File: src/rtl/dm_access_unit_if.sv
// Word-wide req/ack data-memory port shared by the MEM-stage access unit (master) and the memory (slave).
interface dm_access_unit_if #(
  parameter int MEM_AW = 10
);
  logic              mem_req;
  logic              mem_we;
  logic [MEM_AW-1:0] mem_addr;
  logic [3:0]        mem_wstrb;
  logic [31:0]       mem_wdata;
  logic [31:0]       mem_rdata;
  logic              mem_ack;

  modport master (
    output mem_req, mem_we, mem_addr, mem_wstrb, mem_wdata,
    input  mem_rdata, mem_ack
  );

  modport slave (
    input  mem_req, mem_we, mem_addr, mem_wstrb, mem_wdata,
    output mem_rdata, mem_ack
  );
endinterface

File: src/rtl/dm_access_unit.sv
// MEM-stage data-memory access unit: byte/half/word loads and stores as word transactions on a req/ack port.
// Latency IDLE->BUSY->DONE, min 3 cycles (2 stalled); MemStall holds the pipeline until the memory acks.
module dm_access_unit #(
  parameter int MEM_AW = 10
) (
  input  logic        clk,
  input  logic        rst,
  input  logic [1:0]  DMWr,
  input  logic [2:0]  DMRe,
  input  logic [31:0] Addr,
  input  logic [31:0] DataIn,
  output logic [31:0] DataOut,
  output logic        MemStall,
  output logic        MisalignErr,
  dm_access_unit_if.master mem_if
);
  localparam logic [1:0] DMWR_NOP = 2'd0, DMWR_SW = 2'd1, DMWR_SH = 2'd2, DMWR_SB = 2'd3;
  localparam logic [2:0] DMRE_NOP = 3'd0, DMRE_LB = 3'd2, DMRE_LH = 3'd3,
                         DMRE_LBU = 3'd4, DMRE_LHU = 3'd5;

  typedef enum logic [1:0] {IDLE, BUSY, DONE} state_t;

  state_t            state_q, state_d;
  logic              mem_req_q, mem_req_d;
  logic              mem_we_q, mem_we_d;
  logic [MEM_AW-1:0] mem_addr_q, mem_addr_d;
  logic [3:0]        mem_wstrb_q, mem_wstrb_d;
  logic [31:0]       mem_wdata_q, mem_wdata_d;
  logic [31:0]       data_out_q, data_out_d;
  logic              misalign_err_q, misalign_err_d;
  logic [2:0]        ld_op_q, ld_op_d;
  logic [1:0]        ld_off_q, ld_off_d;

  logic        is_store, live, is_half, is_word, misalign;
  logic [3:0]  st_wstrb;
  logic [31:0] st_wdata;
  logic [7:0]  rd_byte;
  logic [15:0] rd_half;
  logic [31:0] ld_ext;
  logic        unused_addr_hi;

  assign unused_addr_hi = ^Addr[31:MEM_AW+2];

  // Request decode; a store takes priority over a simultaneous load.
  always_comb begin
    is_store = (DMWr != DMWR_NOP);
    live     = is_store || (DMRe != DMRE_NOP);
    is_half  = is_store ? (DMWr == DMWR_SH) : (DMRe == DMRE_LH || DMRe == DMRE_LHU);
    is_word  = is_store ? (DMWr == DMWR_SW)
                        : !(DMRe == DMRE_LB || DMRe == DMRE_LBU || DMRe == DMRE_LH || DMRe == DMRE_LHU);
    misalign = (is_word && (Addr[1:0] != 2'b00)) || (is_half && Addr[0]);
    st_wstrb = 4'b0000;
    st_wdata = DataIn;
    case (DMWr)
      DMWR_SB: begin
        st_wstrb = 4'b0001 << Addr[1:0];
        st_wdata = {4{DataIn[7:0]}};
      end
      DMWR_SH: begin
        st_wstrb = Addr[1] ? 4'b1100 : 4'b0011;
        st_wdata = {2{DataIn[15:0]}};
      end
      DMWR_SW: st_wstrb = 4'b1111;
      default: st_wstrb = 4'b0000;
    endcase
  end

  always_comb begin
    rd_byte = mem_if.mem_rdata[{ld_off_q, 3'b000} +: 8];
    rd_half = ld_off_q[1] ? mem_if.mem_rdata[31:16] : mem_if.mem_rdata[15:0];
    case (ld_op_q)
      DMRE_LB:  ld_ext = {{24{rd_byte[7]}}, rd_byte};
      DMRE_LBU: ld_ext = {24'h0, rd_byte};
      DMRE_LH:  ld_ext = {{16{rd_half[15]}}, rd_half};
      DMRE_LHU: ld_ext = {16'h0, rd_half};
      default:  ld_ext = mem_if.mem_rdata;
    endcase
  end

  always_comb begin
    state_d        = state_q;
    mem_req_d      = mem_req_q;
    mem_we_d       = mem_we_q;
    mem_addr_d     = mem_addr_q;
    mem_wstrb_d    = mem_wstrb_q;
    mem_wdata_d    = mem_wdata_q;
    data_out_d     = data_out_q;
    misalign_err_d = 1'b0;
    ld_op_d        = ld_op_q;
    ld_off_d       = ld_off_q;
    MemStall       = 1'b0;
    case (state_q)
      IDLE: begin
        if (live && misalign) begin
          misalign_err_d = 1'b1;
        end else if (live) begin
          MemStall    = 1'b1;
          state_d     = BUSY;
          mem_req_d   = 1'b1;
          mem_we_d    = is_store;
          mem_addr_d  = Addr[MEM_AW+1:2];
          mem_wstrb_d = is_store ? st_wstrb : 4'b0000;
          mem_wdata_d = is_store ? st_wdata : 32'h0;
          ld_op_d     = is_store ? DMRE_NOP : DMRe;
          ld_off_d    = Addr[1:0];
        end
      end
      BUSY: begin
        MemStall = 1'b1;
        if (mem_if.mem_ack) begin
          mem_req_d = 1'b0;
          state_d   = DONE;
          if (!mem_we_q) data_out_d = ld_ext;
        end
      end
      // EX/MEM still presents the finished op here, so it must not be re-issued.
      DONE:    state_d = IDLE;
      default: state_d = IDLE;
    endcase
  end

  always_ff @(posedge clk) begin
    if (rst) begin
      state_q        <= IDLE;
      mem_req_q      <= 1'b0;
      mem_we_q       <= 1'b0;
      mem_addr_q     <= '0;
      mem_wstrb_q    <= 4'b0000;
      mem_wdata_q    <= 32'h0;
      data_out_q     <= 32'h0;
      misalign_err_q <= 1'b0;
      ld_op_q        <= DMRE_NOP;
      ld_off_q       <= 2'b00;
    end else begin
      state_q        <= state_d;
      mem_req_q      <= mem_req_d;
      mem_we_q       <= mem_we_d;
      mem_addr_q     <= mem_addr_d;
      mem_wstrb_q    <= mem_wstrb_d;
      mem_wdata_q    <= mem_wdata_d;
      data_out_q     <= data_out_d;
      misalign_err_q <= misalign_err_d;
      ld_op_q        <= ld_op_d;
      ld_off_q       <= ld_off_d;
    end
  end

  assign DataOut          = data_out_q;
  assign MisalignErr      = misalign_err_q;
  assign mem_if.mem_req   = mem_req_q;
  assign mem_if.mem_we    = mem_we_q;
  assign mem_if.mem_addr  = mem_addr_q;
  assign mem_if.mem_wstrb = mem_wstrb_q;
  assign mem_if.mem_wdata = mem_wdata_q;
endmodule

File: src/flat_wrapper.sv
// flat-port wrapper written by rule: the top's interface ports become plain ports
module dm_access_unit_flat 
#(
  parameter int MEM_AW = 10
)
  (clk, rst, DMWr, DMRe, Addr, DataIn, DataOut, MemStall, MisalignErr, mem_if_mem_req, mem_if_mem_we, mem_if_mem_addr, mem_if_mem_wstrb, mem_if_mem_wdata, mem_if_mem_rdata, mem_if_mem_ack);
  dm_access_unit_if #(.MEM_AW(MEM_AW)) mem_if_i ();
  input  logic clk;
  input  logic rst;
  input  logic [1:0] DMWr;
  input  logic [2:0] DMRe;
  input  logic [31:0] Addr;
  input  logic [31:0] DataIn;
  output logic [31:0] DataOut;
  output logic MemStall;
  output logic MisalignErr;
  output wire logic [$bits(mem_if_i.mem_req)-1:0] mem_if_mem_req;
  output wire logic [$bits(mem_if_i.mem_we)-1:0] mem_if_mem_we;
  output wire logic [$bits(mem_if_i.mem_addr)-1:0] mem_if_mem_addr;
  output wire logic [$bits(mem_if_i.mem_wstrb)-1:0] mem_if_mem_wstrb;
  output wire logic [$bits(mem_if_i.mem_wdata)-1:0] mem_if_mem_wdata;
  input wire logic [$bits(mem_if_i.mem_rdata)-1:0] mem_if_mem_rdata;
  input wire logic [$bits(mem_if_i.mem_ack)-1:0] mem_if_mem_ack;
  assign mem_if_mem_req = mem_if_i.mem_req;
  assign mem_if_mem_we = mem_if_i.mem_we;
  assign mem_if_mem_addr = mem_if_i.mem_addr;
  assign mem_if_mem_wstrb = mem_if_i.mem_wstrb;
  assign mem_if_mem_wdata = mem_if_i.mem_wdata;
  assign mem_if_i.mem_rdata = mem_if_mem_rdata;
  assign mem_if_i.mem_ack = mem_if_mem_ack;
  dm_access_unit #(.MEM_AW(MEM_AW)) u_core (.clk(clk), .rst(rst), .DMWr(DMWr), .DMRe(DMRe), .Addr(Addr), .DataIn(DataIn), .DataOut(DataOut), .MemStall(MemStall), .MisalignErr(MisalignErr), .mem_if(mem_if_i));
endmodule
File: config.mk
export PLATFORM = sky130hd
export DESIGN_NAME = dm_access_unit_flat
export DESIGN_NICKNAME = d
export VERILOG_FILES = /design/src/rtl/dm_access_unit_if.sv /design/src/rtl/dm_access_unit.sv /design/src/flat_wrapper.sv
export SDC_FILE = /design/constraint.sdc
export NUM_CORES = 1
export LEC_CHECK = 0
export CAP_MARGIN = 10
export CELL_PAD_IN_SITES_DETAIL_PLACEMENT = 1
export CELL_PAD_IN_SITES_GLOBAL_PLACEMENT = 2
export CORE_AREA = 2 2 134 136
export CTS_CLUSTER_SIZE = 25
export DETAILED_ROUTE_END_ITERATION = 16
export DIE_AREA = 0 0 136 138
export HOLD_SLACK_MARGIN = 0.05
export MAX_ROUTING_LAYER = met4
export PLACE_DENSITY = 0.94
export SYNTH_ARGS = -nofsm -noshare
export SYNTH_HDL_FRONTEND = slang
export SYNTH_SLANG_ARGS = --single-unit
File: constraint.sdc
create_clock -name clk -period 3.5 [get_ports clk]
set_clock_uncertainty 0.15 [all_clocks]
set_input_delay 0.35 -clock clk [delete_from_list [all_inputs] [get_ports clk]]
set_output_delay 0.35 -clock clk [all_outputs]
set_load 0.005 [all_outputs]
==> impl_metrics.py <==
metrics = {
    "worst_setup_path": {
        "end_kind": "primary output",
        "cp_slowest_cell": "clkdlybuf4s50_1",
        "path_delay_family": "buffers and inverters",
        "crit_type": "in -> out",
        "cpPeakStageDelay_ns": 0.54,
        "path_buf_inv": 2,
        "crit_required_ns": 3.00,
        "start_kind": "input port",
        "crit_fanout": 6,
        "path_cells": "clkdlybuf4s50_1 -> or2_4 -> or4_1 -> a31oi_1 -> nor2_1 -> clkdlybuf4s50_1",
        "worstPathArrival_ns": 2.34,
        "critPathMostFrequentCell": "clkdlybuf4s50_1",
    },
    "synth": {
        "synth.area.top_cells": "dfxtp_1, mux2i_1, nand2_1, a21oi_1, o2bb2ai_1",
        "synth_ff_type": "dfxtp_1",
        "netlist_instances": 494,
        "synth.distinct_cells": 52,
        "yosysTopAreaCellShare_pct": 39.6,
        "yosysSeqAreaShare_pct": 39.6,
        "synthArstFlopShare_pct": 0,
        "synth_nets": 598,
        "synth-seq-cells": 88,
        "synth_warnings": 0,
        "yosys.area.top_type": "dfxtp_1",
        "synth_area_per_cell_um2": 9.01,
        "netlist_area_mm2": 0.00445,
        "yosysMostFrequentCell": "dfxtp_1",
        "synth_edf_count": 0,
        "synthTopCellsByCount": "dfxtp_1, nand2_1, a21oi_1",
    },
    "floorplan": {
        "ios": 186,
        "core-area_mm2": 0.0175,
        "die_w_um": 136,
        "rows": 49,
        "dieArea_mm2": 0.0188,
        "initial_core_util_pct": 25.4,
        "die_h_um": 138,
    },
    "grt": {
        "grt_overflow_total": 0,
        "grt_start_max_net_pins": 40,
        "antenna_found_initial": 1,
        "first_global_vias": 4850,
        "grt_pass1_wl_um": 26100,
        "grt_use_total_pct": 18.1,
    },
    "final_layout": {
        "area_delta_synth_final_pct": 48.8,
        "fillers": 2028,
        "design_area_mm2": 0.00662,
        "drive_above_1_share_pct": 10.6,
        "nets": 744,
    },
    "power_and_ir_drop": {
        "p_leak_uw": 0.00240,
        "power.density_mw_per_mm2": 447,
        "vdd_ir_drop_max_uv": 265,
    },
    "worst_hold_path": {
        "hold_path_class": "reg -> reg",
    },
    "clock_tree": {
        "cts_root_buf": "clkbuf_16",
        "clockBufferDepth": 2,
        "cts_resized": 0,
        "cts_num_sinks": 88,
        "htreeDepth": 3,
        "insertion_delay_ns": 0.34,
        "numCtsBuffers": 9,
        "clkTransAtPathRegs_ns": 0.06,
        "cts_tree": "done",
        "cts_setup_buffers": 0,
        "cts_hold_buf": 0,
    },
    "sta": {
        "fin_tns_setup_ns": 0,
        "tightest_slew_ns": 0.969,
        "rsz0062_at_grt": "no",
        "period_share_pct": 81.2,
        "fmax_ghz": 0.352,
        "finalHoldViolCount": 0,
        "setup_violations": 0,
        "min_period_ns": 2.84,
        "hold_ws_ns": 0.306,
        "slew_violations": 0,
        "slew-limit-headroom_pct": 35.3,
        "setup_slack_ns": 0.658,
    },
    "detailed_routing": {
        "via_count": 4530,
        "wl_um": 16600,
        "drc_errors": 0,
        "antenna_left": 0,
        "drt_iter0_drc": 208,
        "routed_via_density": 5.18,
        "firstDrtPassIters": 4,
        "avgRoutedWirePerCell_um": 19.0,
    },
    "placement": {
        "placed_cell_area_mm2": 0.00629,
        "port_buffers": 165,
        "place.gp.congestion": 0.852,
        "dp_slack_ns": 0.494,
        "dp_hpwl_um": 12100,
    },
    "run_status": {
        "status": "finished clean",
    },
    "flow_run": {
        "drv_cap": 0,
    },
}
[cell families (layout without fill, tap and decap cells)]
logic type      after synthesis  count (layout)  share of synthesized area (%)
buf+inv                      52             202                           5.48
mux                          38              38                           9.06
compound gates              154             154                           26.5
flops                        88              88                           39.6
other cells                   0               1                              0
xor+xnor                      3               3                          0.759
simple gates                159             159                           18.6
[where the power goes]
part           internal [µW]  total (µW)  switching, µW
sequential              1090        1150           58.0
clock                    663        1080            413
combinational            383         734            351
[final timing paths]
path / depth (start not counted) / endpoint / slack [ns] / from
max: 6 / MemStall / 0.66 / DMWr[0]
max reg2reg: 4 / u_core.DataOut[12] / 1.24 / u_core.ld_off_q[0]
min: 2 / u_core.mem_if.mem_req / 0.31 / u_core.mem_if.mem_req
min reg2reg: 2 / u_core.mem_if.mem_req / 0.31 / u_core.mem_if.mem_req
[per-layer routing]
metal / vias to the layer above / track usage, % / share of wire [%]
met5: - / - / 0
met1: 2196 / 22.3 / 44
met3: 26 / 4.62 / 8.0
li1: 2125 / - / -
met4: 0 / 6.74 / 2.5
met2: 183 / 28.5 / 46
[sequential cells by signal, summed over array words and instances (netlist names), 2 cells and up]
name	cells
u_core.ld_op_q	3
u_core.state_q	2
u_core.ld_off_q	2
u_core.mem_if.mem_wstrb	4
u_core.mem_if.mem_addr	10
u_core.DataOut	32
u_core.mem_if.mem_wdata	32
[worst register-to-register path: cells and delay by family, from the launching register on]
kind,cells,cell delay (ns)
multiplexers,1,0.59
flip-flops,1,0.49
AO/OA/AOI/OAI,3,0.87
[layout make-up]
cell class / instances / area [µm²] / share of cell area, %
Clock buffer: 11 / 253 / 3.82
Timing Repair Buffer: 180 / 1760 / 26.6
Tap cell: 229 / 287 / 4.33
Antenna cell: 1 / 2.50 / 0.0378
Multi-Input combinational cell: 354 / 2460 / 37.1
Clock inverter: 4 / 77.6 / 1.17
Sequential cell: 88 / 1760 / 26.6
Inverter: 7 / 26.3 / 0.397
[metrics by stage]
step | std cells | power (µW) | utilization [%]
2_1_floorplan | 494 | 1510 | -
3_3_place_gp | 858 | 1880 | 35.9
4_1_cts | 873 | 3010 | 37.8
5_1_grt | 874 | 3110 | 37.8
3_5_place_dp | 858 | 1910 | 35.9
6_report | 874 | 2960 | 37.8
[layout by cell type (no fill, tap or decap), types with 15 or more instances in the layout]
cell / instances
mux2i_1: 29
clkdlybuf4s50_1: 164
o2bb2ai_1: 16
nor2_1: 33
a21oi_1: 35
buf_4: 15
nand2b_1: 15
a211oi_1: 16
dfxtp_1: 88
o31ai_1: 17
nand2_1: 48
Power figures use the tool's default switching activity.
